==> config.mk <==
export PLATFORM = sky130hd
export DESIGN_NAME = march_bist_ctrl
export DESIGN_NICKNAME = d
export VERILOG_FILES = /design/src/rtl/march_bist_ctrl.sv
export SDC_FILE = /design/constraint.sdc
export NUM_CORES = 1
export LEC_CHECK = 0
export CAP_MARGIN = 20
export CORE_ASPECT_RATIO = 0.8
export CORE_MARGIN = 2
export CORE_UTILIZATION = 50
export DETAILED_ROUTE_END_ITERATION = 8
export DONT_BUFFER_PORTS = 1
export PLACE_DENSITY = 0.68
export SYNTH_ARGS = -nofsm -noshare
export SYNTH_HDL_FRONTEND = slang
export SYNTH_SLANG_ARGS = --single-unit
==> constraint.sdc <==
create_clock -name clk -period 2.59 [get_ports clk]
set_input_delay 0.518 -clock clk [delete_from_list [all_inputs] [get_ports clk]]
set_output_delay 0.518 -clock clk [all_outputs]
set_load 0.05 [all_outputs]
==> src/rtl/march_bist_ctrl.sv <==
// March C- memory BIST controller: runs six march elements over a synchronous-write,
// combinational-read memory, one operation per cycle, and records the first mismatch.
module march_bist_ctrl #(
  parameter int ADDR_W       = 7,
  parameter int DATA_W       = 8,
  parameter int STOP_ON_FAIL = 0
) (
  input  logic              clk,
  input  logic              rst,
  input  logic              start,
  output logic              busy,
  output logic              done,
  output logic              pass,
  output logic [7:0]        fail_count,
  output logic [ADDR_W-1:0] first_fail_addr,
  output logic [2:0]        first_fail_elem,
  output logic [DATA_W-1:0] first_fail_data,
  output logic              mem_we,
  output logic [ADDR_W-1:0] mem_addr,
  output logic [DATA_W-1:0] mem_wdata,
  input  logic [DATA_W-1:0] mem_rdata
);

  localparam logic [ADDR_W-1:0] ADDR_ZERO = {ADDR_W{1'b0}};
  localparam logic [ADDR_W-1:0] ADDR_MAX  = {ADDR_W{1'b1}};
  localparam logic [ADDR_W-1:0] ADDR_ONE  = {{(ADDR_W-1){1'b0}}, 1'b1};
  localparam logic              STOP_EN   = (STOP_ON_FAIL != 32'sd0);

  typedef enum logic [1:0] {IDLE = 2'd0, RUN = 2'd1, DONE = 2'd2} state_t;

  state_t              state_r, state_s;
  logic [2:0]          elem_r, next_elem_s;
  logic [ADDR_W-1:0]   addr_r, next_start_s;
  logic                phase_r;
  logic                is_write_s, pair_s, desc_s, addr_end_s, step_done_s;
  logic                elem_end_s, last_op_s, mismatch_s;
  logic [DATA_W-1:0]   exp_s;

  // Background of the current operation: 1 selects all-ones, 0 selects all-zeros.
  function automatic logic bg_is_one(input logic [2:0] elem, input logic is_write);
    logic one;
    one = 1'b0;
    case (elem)
      3'd1, 3'd3: one = is_write;
      3'd2, 3'd4: one = ~is_write;
      default:    one = 1'b0;
    endcase
    return one;
  endfunction

  // Decode the current march operation and its end-of-element conditions.
  always_comb begin
    is_write_s = 1'b0;
    pair_s     = 1'b0;
    desc_s     = 1'b0;
    case (elem_r)
      3'd0:       is_write_s = 1'b1;
      3'd1, 3'd2: begin pair_s = 1'b1; is_write_s = phase_r; end
      3'd3, 3'd4: begin pair_s = 1'b1; desc_s = 1'b1; is_write_s = phase_r; end
      default:    is_write_s = 1'b0;
    endcase
    exp_s        = bg_is_one(elem_r, is_write_s) ? {DATA_W{1'b1}} : {DATA_W{1'b0}};
    addr_end_s   = desc_s ? (addr_r == ADDR_ZERO) : (addr_r == ADDR_MAX);
    step_done_s  = pair_s ? phase_r : 1'b1;
    elem_end_s   = step_done_s && addr_end_s;
    last_op_s    = (elem_r == 3'd5) && addr_end_s;
    mismatch_s   = (state_r == RUN) && !is_write_s && (mem_rdata != exp_s);
    next_elem_s  = elem_r + 3'd1;
    next_start_s = ((next_elem_s == 3'd3) || (next_elem_s == 3'd4)) ? ADDR_MAX : ADDR_ZERO;
  end

  // State register.
  always_ff @(posedge clk or posedge rst) begin
    if (rst) state_r <= IDLE;
    else     state_r <= state_s;
  end

  // Next-state logic.
  always_comb begin
    state_s = state_r;
    case (state_r)
      IDLE: begin
        if (start) state_s = RUN;
        else       state_s = IDLE;
      end
      RUN: begin
        if (last_op_s || (STOP_EN && mismatch_s)) state_s = DONE;
        else                                      state_s = RUN;
      end
      DONE:    state_s = IDLE;
      default: state_s = IDLE;
    endcase
  end

  // Memory-side outputs; decoded from registered state so reset clears them at once.
  always_comb begin
    mem_we    = 1'b0;
    mem_addr  = ADDR_ZERO;
    mem_wdata = {DATA_W{1'b0}};
    if (state_r == RUN) begin
      mem_we   = is_write_s;
      mem_addr = addr_r;
      if (is_write_s) mem_wdata = exp_s;
      else            mem_wdata = {DATA_W{1'b0}};
    end else begin
      mem_we = 1'b0;
    end
  end

  assign busy = (state_r == RUN);
  assign done = (state_r == DONE);

  // Element/address/phase sequencer; parked at E0, address 0 outside RUN.
  always_ff @(posedge clk or posedge rst) begin
    if (rst) begin
      elem_r  <= 3'd0;
      addr_r  <= ADDR_ZERO;
      phase_r <= 1'b0;
    end else if (state_r != RUN) begin
      elem_r  <= 3'd0;
      addr_r  <= ADDR_ZERO;
      phase_r <= 1'b0;
    end else if (!step_done_s) begin
      phase_r <= 1'b1;
    end else begin
      phase_r <= 1'b0;
      if (elem_end_s) begin
        elem_r <= next_elem_s;
        addr_r <= next_start_s;
      end else if (desc_s) begin
        addr_r <= addr_r - ADDR_ONE;
      end else begin
        addr_r <= addr_r + ADDR_ONE;
      end
    end
  end

  // Result registers; a zero count marks that no mismatch has been captured yet.
  always_ff @(posedge clk or posedge rst) begin
    if (rst) begin
      pass            <= 1'b0;
      fail_count      <= 8'd0;
      first_fail_addr <= ADDR_ZERO;
      first_fail_elem <= 3'd0;
      first_fail_data <= {DATA_W{1'b0}};
    end else if ((state_r == IDLE) && start) begin
      pass            <= 1'b1;
      fail_count      <= 8'd0;
      first_fail_addr <= ADDR_ZERO;
      first_fail_elem <= 3'd0;
      first_fail_data <= {DATA_W{1'b0}};
    end else if (mismatch_s) begin
      pass <= 1'b0;
      if (fail_count != 8'd255) fail_count <= fail_count + 8'd1;
      if (fail_count == 8'd0) begin
        first_fail_addr <= addr_r;
        first_fail_elem <= elem_r;
        first_fail_data <= mem_rdata;
      end
    end
  end

endmodule
==> reports/summary.txt <==
run status - finished with violations
failing checks - negative setup slack
Sw Share - 22.4%
Critical Path RT - 2.07 ns
Startpoint Class - register
Comb power frac - 2.1%
clock buffer depth - 2
cts bufs inserted - 5
Worst Setup End Kind - primary output
internal power - 843 uW
Cell Area, Synth - 2580 um^2
Final Setup Violations - 5
clk_lat worst skew - 0.30 ns
synth unique cells - 46
Post-Syn Instances - 281
post-route DRC violation count - 0
crit path time final - 2.67 ns
Die Footprint - 5750 um^2
Critical Path Slowest Stage Cell - dfrtp_2
final hold violations - 0
Fmax - 0.374 GHz
core area - 4980 um^2
Cell Rows - 23
crit path cell chain - inv_2 -> buf_6 -> ha_4 -> buf_6 -> o21ai_2 -> and2_4 -> nor3_4 -> clkbuf_16 -> buf_16
Synth Warn # - 0
total global routing overflow - 0
drt wl/cell - 17.8 um
largest stage delay on the critical path - 0.44 ns
setup slack after layout - -0.0833 ns
layout net count - 336
Critical Path Most Common Cell - buf_6
Final Max Slew Viols - 0
Finished Core Util - 64.0%
fillcell total - 408
Tot Pwr - 1.09 mW
CTS tree - yes
Main synth FF type - dfrtp_1
Max Cap Viol - 0
EDFF count, synth - 0
WS Path Type - register to primary output
CTS H-tree depth - 2
WP data arrival - 2.16 ns
Clk Tree Root Cell - clkbuf_8
Die Height - 68.2 um
Reg area - 1000 um^2
Die X - 84.3 um
cell count after placement - 358
Area Growth Syn to Fin - 23.7%
syn_area_per_cell - 9.17 um^2
Lkg Pwr - 1.56 nW
Place WS - 0.0325 ns
post-synthesis sequential area ratio - 38.9%
antenna-violating nets left - 0
Initial Util - 51.7%
final RePlAce weighted congestion - 0.873
worst-path fanout max - 6
vias per cell - 5.86
Iteration-0 DRC Markers - 175
flops & latches, synth - 40
power per cell area - 341 nW/um^2
clock skew - 0.00296 ns
post-DP HPWL - 4650 um
hold slack - 0.204 ns
switching pwr - 244 uW
RSZ-0062 raised after global routing - true
vias in the first global route - 2199
most common cell after layout, fill and taps aside - dfrtp_1
antenna violations before repair - 0
layout cell share with drive strength beyond 1 - 24.0%
n_diodes - 0
vias - 2191
slew of the pin with the lowest slew margin - 0.678 ns
final period utilization - 103%
VDD IR max - 0.306 mV
CTS sink count - 40
largest net degree at the start of global routing - 26
Clock power frac - 40.4%
syn_nets - 306
non-filler cells, final - 374
first-pass GRT wire length - 10900 um
commonest cells after routing, fill and taps aside - dfrtp_1, buf_4, nand2_1
Routed WL - 6660 um
1st-pass router iterations - 4
asr flop ratio synth - 100%
IO Port Bufs - 0
hold crit path type - input port to asynchronous set/reset pin
Clk pin slew, worst setup/hold paths - 0.08 ns
Slew HR - 54.7%
I/O pins - 56
Total GRT Usage - 24.3%
area of the multi-input gates - 1490 um^2
sequential share of power - 57.5%
==> repair_timing <==
item | in CTS | in global routing
hold buffers | 0 | 0
setup buffers | 7 | 1
endpoints found under the hold margin | 0 | 0
setup endpoints to repair | 4 | 5
resized for setup | 18 | 13
pin swaps | 5 | 4
==> final timing paths <==
check / startpoint / endpoint / slack [ns] / cells after the start
worst min-delay path: rst / first_fail_addr[4] / 0.20 / 1
max in group asynchronous: rst / elem_r[1] / 1.80 / 2
min in group clk: mem_rdata[0] / first_fail_data[0] / 0.34 / 2
worst max-delay path: elem_r[0] / mem_wdata[1] / -0.08 / 9
worst max register to register: elem_r[1] / addr_r[6] / -0.06 / 9
worst min register to register: addr_r[0] / addr_r[0] / 0.61 / 2
==> power groups by stage <==
stage / sequential, mW / clock (mW) / combinational (mW)
after floorplan: 0.638 / 0 / 0.0138
after global placement: 0.637 / 0 / 0.0232
after detailed placement: 0.637 / 0 / 0.0237
after CTS: 0.625 / 0.449 / 0.0239
after global routing: 0.625 / 0.475 / 0.0263
final: 0.625 / 0.439 / 0.0229
==> Yosys cell counts, types with 2 or more instances <==
library cell  instances  area, um^2
xnor2_1               2        17.5
dfrtp_1              40        1000
nor2_1               16        60.1
a211o_1               2        17.5
or4_1                 6        45.0
or3_1                 4        25.0
o21ai_0               4        20.0
nor3_1                6        30.0
o211ai_1              2        15.0
nor4_1                2        12.5
ha_1                 13         163
nand3_1               9        45.0
and2_1               10        62.6
o21ai_1              10        50.1
a31oi_1               3        18.8
buf_6                 3        33.8
nor3b_1               2        15.0
buf_4                 8        60.1
o31ai_1               4        30.0
buf_2                 3        15.0
inv_1                24        90.1
nor2b_1               4        25.0
o21a_1                2        15.0
and3_1                2        12.5
nand2_1              28         105
mux2i_1              24         240
clkbuf_1              5        18.8
a21o_1                2        15.0
a21oi_1              16        80.1
nand4_1               9        56.3
==> layout make-up <==
| type | instances | area share, % |
|---|---|---|
| timing repair buffer | 42 | 13.5 |
| sequential | 40 | 31.5 |
| clock inverter | 2 | 0.314 |
| multi-input combinational | 198 | 46.7 |
| clock buffer | 6 | 2.59 |
| tap | 62 | 2.44 |
| inverter | 24 | 2.91 |
==> registers in the layout, indices dropped and copies added, names as in the netlist <==
signal	flops
elem_r	3
addr_r	7
state_r	2
pass	1
fail_count	8
first_fail_addr	7
phase_r	1
first_fail_elem	3
first_fail_data	8
==> layer usage <==
layer | up-vias | wire (um) | track usage (%)
met3 | 6 | 469 | 5.79
met4 | 0 | 76 | 7.46
met1 | 1067 | 2880 | 32.4
met2 | 81 | 3230 | 39.8
met5 | - | 0 | 0
li1 | 1037 | - | -
==> metrics by stage <==
step	setup TNS, ns	area [um^2]
5_1_grt	-0.723	3190
3_5_place_dp	0	2880
6_report	-0.312	3190
3_3_place_gp	0	2880
2_1_floorplan	-0.121	2590
4_1_cts	-0.334	3110
==> logic make-up (layout without fill, tap and decap cells) <==
logic type,Yosys count,after routing,share of synthesized area (%)
adders and majority gates,14,14,7.09
AOI/OAI and AO/OA,51,51,12.4
xor gates and xnor gates,2,2,0.680
muxes,27,27,11.2
and+or+nand+nor,104,104,21.3
DFF,40,40,38.9
buffers and inverters,43,74,8.45
==> worst max-delay path: cells and delay by family (launching register included) <==
family          cells  cell delay (ns)
fa+ha+maj           1             0.12
flops               1             0.44
compound gates      1             0.07
simple gates        2             0.33
buf+inv             5             0.88
No activity file was read; power rests on OpenSTA's default activity.
